$ cat src/rtl/pmc_shift_sequencer.sv
// Pixel-matrix shift sequencer: generates clk_sh pulses, drives pm_din and
// captures one pm_dout word per pulse into a small first-word-fall-through FIFO.
module pmc_shift_sequencer #(
  parameter int unsigned CNT_W      = 10,
  parameter int unsigned DIV_W      = 8,
  parameter int unsigned FIFO_DEPTH = 4
) (
  input  logic                          clk,
  input  logic                          rst_n,
  input  logic                          start,
  input  logic                          abort,
  input  logic [CNT_W-1:0]              shift_count,
  input  logic [DIV_W-1:0]              clk_high,
  input  logic [DIV_W-1:0]              clk_low,
  input  logic [63:0]                   din_word,
  input  logic [63:0]                   pm_dout,
  input  logic                          fifo_rd,
  input  logic                          fifo_clr,
  output logic [63:0]                   pm_din,
  output logic                          clk_sh,
  output logic                          busy,
  output logic                          done,
  output logic [63:0]                   fifo_rdata,
  output logic                          fifo_empty,
  output logic                          fifo_full,
  output logic [$clog2(FIFO_DEPTH):0]   fifo_level
);

  localparam int unsigned AW = $clog2(FIFO_DEPTH);
  localparam int unsigned LW = AW + 1;

  typedef enum logic [2:0] {
    S_IDLE,
    S_SETUP,
    S_HIGH,
    S_LOW,
    S_STALL
  } state_t;

  state_t           r_state;
  logic [CNT_W-1:0] r_remaining;
  logic [DIV_W-1:0] r_high;
  logic [DIV_W-1:0] r_low;
  logic [DIV_W-1:0] r_phase;

  logic [63:0]      r_mem [FIFO_DEPTH];
  logic [AW-1:0]    r_wptr;
  logic [AW-1:0]    r_rptr;

  logic             w_push;
  logic             w_pop;
  logic [LW-1:0]    w_level_nxt;

  // Capture happens on the last high cycle; an abort in that cycle drops it.
  assign w_push = (r_state == S_HIGH) && (r_phase == '0) && !abort;
  assign w_pop  = fifo_rd && (fifo_level != '0);

  always_comb begin
    w_level_nxt = fifo_level;
    if (fifo_clr) begin
      w_level_nxt = '0;
    end else begin
      w_level_nxt = fifo_level + LW'(w_push) - LW'(w_pop);
    end
  end

  // Sequencer FSM; full checks use the registered flag, so a same-cycle pop does not unblock.
  always_ff @(posedge clk or negedge rst_n) begin
    if (!rst_n) begin
      r_state     <= S_IDLE;
      r_remaining <= '0;
      r_high      <= '0;
      r_low       <= '0;
      r_phase     <= '0;
      pm_din      <= '0;
      clk_sh      <= 1'b0;
      busy        <= 1'b0;
      done        <= 1'b0;
    end else begin
      done <= 1'b0;
      if (abort && (r_state != S_IDLE)) begin
        r_state <= S_IDLE;
        clk_sh  <= 1'b0;
        busy    <= 1'b0;
      end else begin
        case (r_state)
          S_IDLE: begin
            if (start) begin
              if (shift_count != '0) begin
                r_state     <= S_SETUP;
                busy        <= 1'b1;
                r_remaining <= shift_count;
                r_high      <= clk_high;
                r_low       <= clk_low;
                pm_din      <= din_word;
              end else begin
                done <= 1'b1;
              end
            end
          end
          S_SETUP: begin
            if (!fifo_full) begin
              r_state <= S_HIGH;
              clk_sh  <= 1'b1;
              r_phase <= r_high;
            end else begin
              r_state <= S_STALL;
            end
          end
          S_HIGH: begin
            if (r_phase == '0) begin
              r_state     <= S_LOW;
              clk_sh      <= 1'b0;
              r_phase     <= r_low;
              r_remaining <= r_remaining - CNT_W'(1);
            end else begin
              r_phase <= r_phase - DIV_W'(1);
            end
          end
          S_LOW: begin
            if (r_phase == '0) begin
              if (r_remaining == '0) begin
                r_state <= S_IDLE;
                busy    <= 1'b0;
                done    <= 1'b1;
              end else if (fifo_full) begin
                r_state <= S_STALL;
              end else begin
                r_state <= S_HIGH;
                clk_sh  <= 1'b1;
                r_phase <= r_high;
              end
            end else begin
              r_phase <= r_phase - DIV_W'(1);
            end
          end
          S_STALL: begin
            if (!fifo_full) begin
              r_state <= S_HIGH;
              clk_sh  <= 1'b1;
              r_phase <= r_high;
            end
          end
          default: r_state <= S_IDLE;
        endcase
      end
    end
  end

  always_ff @(posedge clk) begin
    if (w_push && !fifo_clr) begin
      r_mem[r_wptr] <= pm_dout;
    end
  end

  // FIFO control; fifo_rdata is kept equal to the head so reads see it with no latency.
  always_ff @(posedge clk or negedge rst_n) begin
    if (!rst_n) begin
      r_wptr     <= '0;
      r_rptr     <= '0;
      fifo_level <= '0;
      fifo_empty <= 1'b1;
      fifo_full  <= 1'b0;
      fifo_rdata <= '0;
    end else begin
      if (fifo_clr) begin
        r_wptr <= '0;
        r_rptr <= '0;
      end else begin
        if (w_push) begin
          r_wptr <= r_wptr + AW'(1);
        end
        if (w_pop) begin
          r_rptr <= r_rptr + AW'(1);
        end
        if (w_pop && (fifo_level > LW'(1))) begin
          fifo_rdata <= r_mem[r_rptr + AW'(1)];
        end else if (w_push && ((fifo_level == '0) || w_pop)) begin
          fifo_rdata <= pm_dout;
        end
      end
      fifo_level <= w_level_nxt;
      fifo_empty <= (w_level_nxt == '0);
      fifo_full  <= (w_level_nxt == LW'(FIFO_DEPTH));
    end
  end

endmodule

$ cat config.mk
export PLATFORM = sky130hd
export DESIGN_NAME = pmc_shift_sequencer
export DESIGN_NICKNAME = d
export VERILOG_FILES = /design/src/rtl/pmc_shift_sequencer.sv
export SDC_FILE = /design/constraint.sdc
export NUM_CORES = 1
export LEC_CHECK = 0
export ABC_AREA = 1
export CELL_PAD_IN_SITES_DETAIL_PLACEMENT = 1
export CELL_PAD_IN_SITES_GLOBAL_PLACEMENT = 2
export CORE_AREA = 2 2 252 204
export DETAILED_ROUTE_END_ITERATION = 8
export DIE_AREA = 0 0 254 206
export PLACE_DENSITY = 0.88
export SETUP_SLACK_MARGIN = 0.15
export SLEW_MARGIN = 20
export SYNTH_ARGS = -nofsm -noshare
export SYNTH_HDL_FRONTEND = slang
export SYNTH_SLANG_ARGS = --single-unit
$ cat constraint.sdc
create_clock -name clk -period 8.6 [get_ports clk]
set_clock_uncertainty 0.05 [all_clocks]
set_input_delay 1.72 -clock clk [delete_from_list [all_inputs] [get_ports clk]]
set_output_delay 1.72 -clock clk [all_outputs]
set_load 0.02 [all_outputs]
[Word-level counts from Yosys, hierarchy flattened]
Memory sizes are Yosys's and may differ from the RTL's.
Cells that the tools add are included.
Storage, ports and cells
  bits in registers: 177
  RAM bits: 256
  output and inout bits: 136
  word-level logic and storage cells: 119
  memories kept: 1
Memory list
  r_mem: words 4, width 64, read ports 1, clocked after Yosys merged registers in 0, write ports 1, RTL line 46  | logic [63:0] r_mem [FIFO_DEPTH];
Operators by class
  add/sub/neg operators: 6
  $lt $le $gt $ge: 1
  eq/ne operators: 16
  muxes and demuxes: 45
  bitwise operators: 2
  reductions and logical operators: 33
Operator list (number)
  2-to-1 mux 64 bit: 2
  2-to-1 mux 8 bit: 4
  2-to-1 mux 10 bit: 3
  2-to-1 mux 3 bit: 9
  one-hot mux 8 bit (3 select lines): 1
  inequality test 3 bit, second input constant: 7
  one-hot mux 10 bit (2 select lines): 1
  2-to-1 mux 1 bit: 17
  one-hot mux 3 bit (5 select lines): 1
  AND reduction 5 bit: 3
  nonzero test 3 bit: 4
  zero test 10 bit: 1
  nonzero test 10 bit: 1
  subtractor 10 x 1 -> 10 bit, second input constant: 1
  zero test 3 bit: 3
  zero test 8 bit: 1
  2-to-1 mux 2 bit: 4
  AND reduction 4 bit: 2
  nonzero test 2 bit: 4
  subtractor 8 x 1 -> 8 bit, second input constant: 1
  logical AND 1 bit: 7
  equality test 3 x 2 -> 1 bit, second input constant: 2
  equality test 3 bit, second input constant: 2
  adder 2 x 1 -> 2 bit, second input constant: 2
  16 further kinds: 20

[Longest topological paths before layout]
Gate-level depths: netlist of the first run.
  depth after elaboration: 7
  gate-level depth with buffers: 16
  gate-level depth less buffers: 16

[Least setup slack after synthesis of the first run]
No wires, ideal clock.
  path type: input to register
  start: input port abort
  end: memory r_mem[0][0], enable pin
  setup time: 486 ps
  data arrival time: 4780 ps
  path slack: 3284 ps
  stages on the path: 5
  path buffers: 0
  path through: nor2_4 nand2_2 nor2_4 inv_1 nor2_1
On the way
  word-level cells in the longest chain between the ends: 5
Ends and longest elaborated chain
  start: declaration: RTL line 11  | input logic abort,
  zero test 1 bit: RTL line 55  | assign w_push = (r_state == S_HIGH) && (r_phase == '0) && !abort;
  logical AND 1 bit: RTL line 55
  logical AND 1 bit: RTL line 151  | if (w_push && !fifo_clr) begin
  2-to-1 mux 1 bit: RTL line 151
  2-to-1 mux 1 bit (implied by the code): RTL line 152  | r_mem[r_wptr] <= pm_dout;
  end: declaration: RTL line 46
Every way passes these cells.

[Worst setup path in the final report of the first run]
  start: input port fifo_rd
  end: register fifo_rdata[32]
On the way
  word-level cells in the longest chain between the ends: 5
  elaborated cells on any way between the ends: 7
  those cells by class: 1 x mux; 6 x reduce/logical
Ends and longest elaborated chain
  start: declaration: RTL line 17  | input logic fifo_rd,
  logical AND 1 bit (*): RTL line 56  | assign w_pop = fifo_rd && (fifo_level != '0);
  logical OR 1 bit: RTL line 178  | end else if (w_push && ((fifo_level == '0) || w_pop)) begin
  logical AND 1 bit: RTL line 178
  nonzero test 2 bit (no source line)
  AND reduction 2 bit (no source line)
  end signal: assignment: RTL line 177  | fifo_rdata <= r_mem[r_rptr + AW'(1)];
  end signal: assignment: RTL line 179  | fifo_rdata <= pm_dout;
  end: declaration: RTL line 23  | output logic [63:0] fifo_rdata,
Every way passes the cells marked *; elsewhere a longest branch is shown, timed or not.
A chain may end at the register's enable or synchronous reset.

==> results of run 1 <==
## cells in the mapped netlist (all sizes together), types with 9 or more instances
library cell	count
a211oi	52
a21oi	15
a2bb2oi	52
buf	36
clkbuf	65
dfrtp	176
edfxtp	256
ha	9
inv	129
nand2	476
nand3	103
nor2	70
o21a	12
o21ai	237
## worst max path at each step
stage                            endpoint  slack [ps]  depth (start not counted)
2_1_floorplan       r_mem[0][0]$_DFFE_PP_        3280                          5
3_3_place_gp   fifo_rdata[12]$_DFFE_PN0P_        3630                          9
3_5_place_dp   fifo_rdata[23]$_DFFE_PN0P_        3500                          9
4_1_cts        fifo_rdata[32]$_DFFE_PN0P_        4100                          9
5_1_grt        fifo_rdata[32]$_DFFE_PN0P_        3860                          9
6_report       fifo_rdata[32]$_DFFE_PN0P_        4080                          9
## final cells by class
type	count	area (um2)
sequential	433	12120
clock inverter	14	81.33
antenna	2	5.005
clock buffer	73	1376
timing repair buffer	311	3077
multi-input combinational	1053	5216
tap	684	855.8
fill	5522	26960
inverter	130	490.5
## routing by layer
layer	vias up	routed length [um]	GRT usage	share of wire
met2	284	25960	0.3348	0.48
met4	4	1188	0.06113	0.022
li1	6382	-	-	-
met1	6922	23850	0.2719	0.44
met5	-	27	0	0.00050
met3	83	2729	0.04018	0.051
## worst reg2reg max path, stage by stage (launching register included)
cell and delay (ps):
dfrtp_1 430, nor2_2 190, inv_2 60, nor2_2 470, inv_2 260, nor2_4 210
nand2_2 100, nor2_4 140, inv_1 190, nor2_4 540, buf_4 770
## through the flow
step / power [mW] / hold slack (ps) / std cells
CTS: 7.648 / 423.5 / 2698
floorplan: 4.447 / 397.8 / 1717
finish: 7.567 / 423.7 / 2700
global route: 8.033 / 454.3 / 2698
detailed placement: 5.687 / 413.0 / 2611
global placement: 5.599 / 408.4 / 2611
## registers in the layout, summed over array words and instances, names as in the netlist, 3 cells and up
name         count
fifo_level       3
pm_din          64
r_mem          256
r_phase          8
r_high           8
r_low            8
fifo_rdata      64
r_state          3
r_remaining     10
## power by group through the flow
stage	Combinational [mW]	Clock [mW]	Sequential, mW
floorplan	1.26	0	3.18
global placement	2.69	0	2.91
detailed placement	2.77	0	2.92
CTS	2.79	1.98	2.88
global route	3.05	2.05	2.93
finish	2.76	1.93	2.88
## cell families after synthesis
group	count (synthesis)	synth area share
AO/OA/AOI/OAI	371	0.1222
XOR/XNOR	9	0.004327
adder cells (fa/ha/maj)	10	0.007279
buffers and inverters	231	0.05301
flip-flops	433	0.6651
multiplexers	2	0.001099
AND/OR/NAND/NOR	661	0.1470
==> summary.txt, run 1 <==
beginning of the critical path - fifo_rd
most frequent cells in the layout - 470 x nand2_1, 294 x clkdlybuf4s50_1, 256 x edfxtp_1
Unique masters post-synth - 40
setup slack after layout - 4076 ps
Hold/Removal Path Class - reg -> reg
synth warn - 0
Worst Path Required - 9010 ps
Clock Sinks - 433
clock latency on the worst-skew pair - 590 ps
CTS tree - done
postcts setup bufs - 0
cell row count - 74
P_int - 4.761 mW
fin crit share - 0.5261
most common cell after layout, fill and taps aside - nand2_1
Post-synth EDFFs - 256
Hold Path Cell Cnt - 2
first-pass GRT wire length - 81880 um
Startpoint Class - primary input
vias in the first global route - 14190
Tmin final - 4524 ps
Async SR Flop Fraction - 0.4088
Max-slew headroom - 0.2936
Buffers on Ports - 295
drt first pass iters - 4
Routed Antenna Nets - 0
Slew Limit Fails - 0
synth top area cells - edfxtp_1 42%, dfrtp_1 24%, nand2_1 9.7%, o21ai_0 6.4%, nand3_1 2.8%
routed wire length - 53750 um
CTS Hold Buffers Added - 0
post-route cell area - 23220 um2
setup_tns - 0 ps
Syn Area/Cell - 10.61 um2
Total GRT Usage - 0.2032
Hold Path End - clk_sh$_DFFE_PN0P_
sequential fraction of the synthesis area - 0.6651
R2R Path Start - r_state[0]$_DFFE_PN0P_
Clk network pwr share - 0.255
FF-to-FF setup slack - 4770 ps
Longest Clk Path Bufs - 3
initial drt markers - 867
CTS resizes - 0
Critical Path Fanout Max - 65
Worst path slowest cell - buf_4
max cap viols - 0
post-synth top area cell - edfxtp_1
Die Y - 206 um
Main synth FF type - edfxtp_1
Pleak - 9.493 nW
worst reg2reg path depth - 10
htree depth - 2
power per cell area - 325.8 nW/um2
vias per cell - 5.065
share of cells above drive strength 1 - 0.05710
CP cell instances - clkdlybuf4s50_1 -> nand2_2 -> buf_4 -> nor2_4 -> nand2_2 -> buf_4 -> nand2_4 -> nand2_1 -> nand2_1
CTS Buf Count - 47
Sw Pwr - 2.806 mW
area grow syn2layout - 27.47%
sequential power share - 0.380
largest net degree at the start of global routing - 120
outcome - completed
share of Yosys cell area claimed by the top area cell type - 0.4219
Initial Util - 0.3631
count of final hold-check violations - 0
hpwl dp - 32340 um
Peak supply drop - 0.0001469 V
post-DR wirelength/cell - 19.91 um
Final setup viols - 0
Top-Level Pins - 296
syn nets - 1887
switching share of power - 0.3708
DR DRC count - 0
Setup CP Type - in -> reg
core area - 50180 um2
GR Overflow Total - 0
R2R Path End - r_mem[0][56]$_DFFE_PP_
clock transition at the registers of the reported paths - 60 ps
CP bufs+invs - 3
hold wc startpoint - clk_sh$_DFFE_PN0P_
Final nets - 2146
die area - 52320 um2
Comb power frac - 0.364
critical path data arrival time - 4940 ps
Yosys reg bits - 433
Achievable Freq - 221.0 MHz
cell family with most CP delay - buffers and inverters
setup repair after global routing missed its margin - no
Core Util, Final - 0.4628
Worst-Margin Slew - 1060 ps
Worst setup EP type - flop
placed inst area - 21760 um2
Crit path largest cell delay - 700 ps
die width - 254 um
GPL Wtd Cong - 0.8266
routed via count - 13680
cell area after synthesis - 18220 um2
Setup Slack @ Placement - 3497 ps
Mapped Cells - 1717
initial antenna violation count - 4
CTS root buffer - clkbuf_16
No activity file was read; power rests on OpenSTA's default activity.
==> inputs of run 2 (changes only) <==
--- a/config.mk
+++ b/config.mk
@@ -8,10 +8,10 @@
 export ABC_AREA = 1
 export CELL_PAD_IN_SITES_DETAIL_PLACEMENT = 1
 export CELL_PAD_IN_SITES_GLOBAL_PLACEMENT = 2
-export CORE_AREA = 2 2 252 204
+export CORE_AREA = 2 2 262 213
 export DETAILED_ROUTE_END_ITERATION = 8
-export DIE_AREA = 0 0 254 206
-export PLACE_DENSITY = 0.88
+export DIE_AREA = 0 0 264 215
+export PLACE_DENSITY = 0.82
 export SETUP_SLACK_MARGIN = 0.15
 export SLEW_MARGIN = 20
 export SYNTH_ARGS = -nofsm -noshare
==> constraint.sdc (replaced) <==
create_clock -name clk -period 4.32 [get_ports clk]
set_clock_uncertainty 0.05 [all_clocks]
set_input_delay 0.864 -clock clk [delete_from_list [all_inputs] [get_ports clk]]
set_output_delay 0.864 -clock clk [all_outputs]
set_load 0.02 [all_outputs]
==> run 2 against run 1 <==
Effect of this change: first-iteration DRC count decreased by 9.9%; non-clock buffer count increased by 8; count of clock-buffer cells in the layout shrank 7; cell count is 1.2% higher; sequential share of layout area fell by 0.77 points.
==> summary.txt, run 2 (same netlist as run 1, synthesis figures left out) <==
Largest register FFs - 256 (unchanged)
Crit path largest cell delay - 580 ps (-120 ps)
initial drt markers - 781 (-9.9%)
routed wire length - 54860 um (+2.0%)
Total GRT Usage - 0.1925 (-0.01066)
share of cells above drive strength 1 - 0.06333 (+0.006235)
clock transition at the registers of the reported paths - 60 ps (about the same)
critical path data arrival time - 3430 ps (-1510 ps)
DR DRC count - 0 (unchanged)
largest net degree at the start of global routing - 89 (-26%)
Longest Clk Path Bufs - 3 (unchanged)
Achievable Freq - 312.0 MHz
Peak supply drop - 0.0003542 V (+140%)
CP cell instances - inv_1 -> ha_1 -> nand2_1 -> inv_1 -> nand2_2 -> inv_4 -> nand2_2 -> nor2_4 -> inv_1 -> nor2_4 -> buf_12
CTS resizes - 0 (unchanged)
Final nets - 2153 (+0.33%)
vias in the first global route - 14550 (+2.5%)
Worst path slowest cell - nor2_4
most frequent cells in the layout - 470 x nand2_1, 294 x clkdlybuf4s50_1, 256 x edfxtp_1
Max-slew headroom - 0.3625 (+0.06888)
Buffers on Ports - 295 (unchanged)
first-pass GRT wire length - 85460 um (+4.4%)
Worst Path Required - 4540 ps (-4470 ps)
CTS Hold Buffers Added - 0 (unchanged)
core area - 54340 um2 (+8.3%)
# fillers - 5925 (+7.3%)
post-DR wirelength/cell - 20.08 um (+0.85%)
area grow syn2layout - 29.38%
cell family with most CP delay - simple AND/OR/NAND/NOR gates
outcome - completed
register area - 12120 um2 (unchanged)
Pleak - 9.628 nW (+1.4%)
CTS Buf Count - 46 (-2.1%)
Biggest register - r_mem
Die Y - 215 um (+4.4%)
Worst-Margin Slew - 956.2 ps (-103.3 ps)
Final setup viols - 0 (unchanged)
Initial Util - 0.3353 (-0.02776)
fin crit share - 0.7420
Setup Slack @ Placement - 1013 ps (-2484 ps)
setup slack after layout - 1115 ps (-2961 ps)
drt first pass iters - 5 (+1)
multi-input logic area - 5216 um2 (unchanged)
CTS tree - done
crit-path most repeated cell - inv_1
hpwl dp - 33350 um (+3.1%)
CTS root buffer - clkbuf_16
Tmin final - 3205 ps
Setup CP Type - reg -> reg
GPL Wtd Cong - 0.7919 (-4.2%)
Clock Sinks - 433 (unchanged)
die area - 56760 um2 (+8.5%)
htree depth - 2 (unchanged)
power per cell area - 653.2 nW/um2 (+100%)
worst reg2reg path depth - 11 (+1)
routed via count - 13670 (-0.059%)
Top-Level Pins - 296 (unchanged)
die width - 264 um (+3.9%)
Crit path depth - 11 (+2)
Worst setup EP type - flop
Slew Limit Fails - 0 (unchanged)
setup repair after global routing missed its margin - no
postcts setup bufs - 0 (unchanged)
setup_tns - 0 ps (unchanged)
most common cell after layout, fill and taps aside - nand2_1
Startpoint Class - flop
Critical Path Fanout Max - 31 (-52%)
n_diodes - 0 (-2)
clock latency on the worst-skew pair - 590 ps (about the same)
max cap viols - 0 (unchanged)
CP bufs+invs - 5 (+2)
Regs by FF count - r_mem: 256 flops, fifo_rdata: 64 flops, pm_din: 64 flops
count of final hold-check violations - 0 (unchanged)
Hold/Removal Path Class - in -> async
Routed Antenna Nets - 0 (unchanged)
cell row count - 77 (+4.1%)
GR Overflow Total - 0 (unchanged)
initial antenna violation count - 2 (-2)
vias per cell - 5.003 (-1.2%)
==> run 2: changes by cell type in the layout (fill, tap and decap cells not counted), moves of 2 or more <==
| cell | before | now |
|---|---|---|
| diode_2 | 2 | 0 |
| clkbuf_1 | 18 | 13 |
| clkbuf_16 | 49 | 46 |
| buf_4 | 16 | 12 |
| bufinv_16 | 0 | 5 |
| buf_12 | 0 | 12 |
==> run 2: where the power goes <==
part	internal, mW	total [mW]	switching, mW
clock	2.41	4.12	1.71
sequential	5.16	5.71	0.545
combinational	2.18	5.57	3.39
total	9.75	15.4	5.65
==> run 2: path summary, 6_finish.rpt <==
path | slack [ps] | from | to
max | 1110 | r_phase[0]$_DFFE_PN0P_ | r_mem[3][37]$_DFFE_PP_
min in group clk | 430 | pm_din[62]$_DFFE_PN0P_ | pm_din[62]$_DFFE_PN0P_
max reg2reg | 1110 | r_phase[0]$_DFFE_PN0P_ | r_mem[3][37]$_DFFE_PP_
max in group asynchronous | 3000 | rst_n | pm_din[10]$_DFFE_PN0P_
min | 240 | rst_n | r_remaining[3]$_DFFE_PN0P_
min reg2reg | 430 | pm_din[62]$_DFFE_PN0P_ | pm_din[62]$_DFFE_PN0P_
==> run 2: final cells by class <==
| class | instances | share of cell area |
|---|---|---|
| Inverter | 130 | 0.02081 |
| Timing Repair Buffer | 319 | 0.1394 |
| Sequential cell | 433 | 0.5143 |
| Clock buffer | 66 | 0.05499 |
| Tap cell | 711 | 0.03774 |
| Clock inverter | 20 | 0.01146 |
| Multi-Input combinational cell | 1053 | 0.2213 |
==> run 2: through the flow <==
stage / cell area (um2) / util / total power [mW] / hold WS [ps] / cells
floorplan: 18220 / - / 8.853 / 397.8 / 1717
global placement: 22010 / 0.4050 / 11.22 / 414.9 / 2646
detailed placement: 22010 / 0.4050 / 11.39 / 423.3 / 2646
CTS: 23570 / 0.4338 / 15.60 / 338.0 / 2732
global route: 23570 / 0.4338 / 16.37 / 315.0 / 2732
finish: 23570 / 0.4338 / 15.40 / 241.9 / 2732
==> run 2: per-layer routing <==
layer,vias to the layer above,global-route usage,wire length [um]
met5,-,0,23
li1,6399,-,-
met3,71,0.03151,2124
met1,6973,0.2544,24410
met4,4,0.05189,981
met2,220,0.3282,27310
==> inputs of run 3 (changes only) <==
--- a/config.mk
+++ b/config.mk
@@ -8,10 +8,10 @@
 export ABC_AREA = 1
 export CELL_PAD_IN_SITES_DETAIL_PLACEMENT = 1
 export CELL_PAD_IN_SITES_GLOBAL_PLACEMENT = 2
-export CORE_AREA = 2 2 262 213
+export CORE_AREA = 2 2 275 222
 export DETAILED_ROUTE_END_ITERATION = 8
-export DIE_AREA = 0 0 264 215
-export PLACE_DENSITY = 0.82
+export DIE_AREA = 0 0 277 224
+export PLACE_DENSITY = 0.79
 export SETUP_SLACK_MARGIN = 0.15
 export SLEW_MARGIN = 20
 export SYNTH_ARGS = -nofsm -noshare
==> constraint.sdc (replaced) <==
create_clock -name clk -period 2.6 [get_ports clk]
set_clock_uncertainty 0.05 [all_clocks]
set_input_delay 0.52 -clock clk [delete_from_list [all_inputs] [get_ports clk]]
set_output_delay 0.52 -clock clk [all_outputs]
set_load 0.02 [all_outputs]
==> run 3 against run 2 <==
Effect of this change: cell area grew 4.3%; count of clock-buffer cells in the layout rose by 1; core utilization fell by 1.9 points; global-route usage down 1.6 points; sequential share of layout area fell by 2.1 points; die area is 9.3% higher; non-clock buffer count grew 70; first-iteration DRC count shrank 16%; maximum frequency is 30% higher; sequential cell count is the same; highest routed layer unchanged; register-to-register slack got worse by 990 ps.
==> summary.txt, run 3 (same netlist as run 1, synthesis figures left out) <==
n_diodes - 0 (unchanged)
most common cell after layout, fill and taps aside - nand2_1
power per cell area - 1059 nW/um2 (+62%)
clock latency on the worst-skew pair - 610 ps (+20 ps)
CP bufs+invs - 6 (+1)
Peak supply drop - 0.0005169 V (+46%)
Final setup viols - 0 (unchanged)
die width - 277 um (+4.9%)
GR Overflow Total - 0 (unchanged)
Slew Limit Fails - 0 (unchanged)
CTS root buffer - clkbuf_16
routed via count - 13960 (+2.1%)
crit-path most repeated cell - nor2_4
htree depth - 2 (unchanged)
most frequent cells in the layout - 469 x nand2_1, 294 x clkdlybuf4s50_1, 256 x edfxtp_1
first-pass GRT wire length - 86040 um (+0.68%)
vias in the first global route - 14850 (+2.1%)
Top-Level Pins - 296 (unchanged)
clock transition at the registers of the reported paths - 60 ps (about the same)
largest net degree at the start of global routing - 75 (-16%)
Longest Clk Path Bufs - 3 (unchanged)
Regs by FF count - r_mem: 256 flops, fifo_rdata: 64 flops, pm_din: 64 flops
drt first pass iters - 4 (-1)
setup repair after global routing missed its margin - yes
initial drt markers - 657 (-16%)
max cap viols - 0 (unchanged)
Clock Sinks - 433 (unchanged)
Tmin final - 2475 ps (-730.7 ps)
Max-slew headroom - 0.4942 (+0.1317)
Pwr Total - 26.04 mW (+69%)
Hold/Removal Path Class - in -> async
Die Y - 224 um (+4.2%)
Final nets - 2226 (+3.4%)
Worst setup EP type - flop
initial antenna violation count - 2 (unchanged)
die area - 62050 um2 (+9.3%)
Worst Path Required - 2870 ps (-1670 ps)
vias per cell - 4.856 (-2.9%)
Worst-Margin Slew - 758.7 ps (-197.5 ps)
CTS Buf Count - 49 (+6.5%)
post-DR wirelength/cell - 19.98 um (-0.51%)
cell row count - 80 (+3.9%)
Worst path slowest cell - dfrtp_1
DR DRC count - 0 (unchanged)
outcome - completed
count of final hold-check violations - 0 (unchanged)
Largest register FFs - 256 (unchanged)
Achievable Freq - 404.1 MHz (+30%)
GPL Wtd Cong - 0.7917 (about the same)
Crit path largest cell delay - 420 ps (-160 ps)
cell family with most CP delay - buffers and inverters
Startpoint Class - flop
core area - 59260 um2 (+9.1%)
area grow syn2layout - 35.00%
CP cell instances - nor2_2 -> inv_2 -> nor2_4 -> inv_2 -> nor2_4 -> nand2_4 -> buf_4 -> nor2_4 -> clkinvlp_4 -> nor2_4 -> buf_6 -> clkbuf_16
routed wire length - 57430 um (+4.7%)
Total GRT Usage - 0.1764 (-0.01617)
CTS tree - done
Setup Slack @ Placement - -113.7 ps (-1126 ps)
Biggest register - r_mem
Critical Path Fanout Max - 11 (-65%)
setup slack after layout - 125.3 ps (-989.3 ps)
hpwl dp - 37030 um (+11%)
Routed Antenna Nets - 0 (unchanged)
fin crit share - 0.9518 (+0.2098)
Pleak - 10.09 nW (+4.8%)
share of cells above drive strength 1 - 0.1035 (+0.04020)
Initial Util - 0.3075 (-0.02784)
Buffers on Ports - 295 (unchanged)
Setup CP Type - reg -> reg
critical path data arrival time - 2740 ps (-690 ps)
run 3: worst paths after layout:
path | start | to | slack [ps] | cells after the start
worst min-delay path | rst_n | fifo_rdata[44]$_DFFE_PN0P_ | 430 | 2
max in group asynchronous | rst_n | r_low[1]$_DFFE_PN0P_ | 1270 | 3
worst max register to register | r_state[2]$_DFFE_PN0P_ | r_mem[2][33]$_DFFE_PP_ | 130 | 12
worst max-delay path | r_state[2]$_DFFE_PN0P_ | r_mem[2][33]$_DFFE_PP_ | 130 | 12
worst min register to register | busy$_DFFE_PN0P_ | busy$_DFFE_PN0P_ | 430 | 2
min in group clk | busy$_DFFE_PN0P_ | busy$_DFFE_PN0P_ | 430 | 2
run 3: through the flow:
stage,TNS (ps),utilization,cells,area (um2),hold WS (ps)
floorplan,-44820,-,1717,18300,174.4
global placement,-192.7,0.3784,2748,22420,416.7
detailed placement,-3419,0.3784,2748,22420,418.8
CTS,0,0.4066,2843,24090,396.6
global route,0,0.4151,2875,24600,427.0
finish,0,0.4151,2875,24600,429.8
run 3: cell type report:
| cell class | instances | area [um2] |
|---|---|---|
| tap | 779 | 974.7 |
| timing repair buffer | 389 | 4083 |
| clock inverter | 24 | 281.5 |
| clock buffer | 67 | 1345 |
| fill | 6541 | 34660 |
| sequential | 433 | 12120 |
| inverter | 130 | 499.2 |
| multi-input combinational | 1053 | 5290 |
run 3: metal layers:
| layer | global-route usage | vias to the layer above | wire, um |
|---|---|---|---|
| li1 | - | 6543 | - |
| met1 | 0.2326 | 7114 | 26230 |
| met2 | 0.3034 | 229 | 28160 |
| met3 | 0.02753 | 70 | 2006 |
| met4 | 0.04523 | 4 | 1013 |
| met5 | 0 | - | 27 |
run 3: repair_timing:
action	CTS	global route
gates resized for setup	2	23
buffers inserted	3	19
endpoints found under the setup margin	55	236
hold buffers	1	0
endpoints found under the hold margin	50	0
cloned	0	13
pin swaps	2	11
run 3: power breakdown:
part	switching, mW	internal, mW
Sequential	0.824	8.58
Combinational	5.78	3.86
Clock	2.93	4.07
Total	9.54	16.5
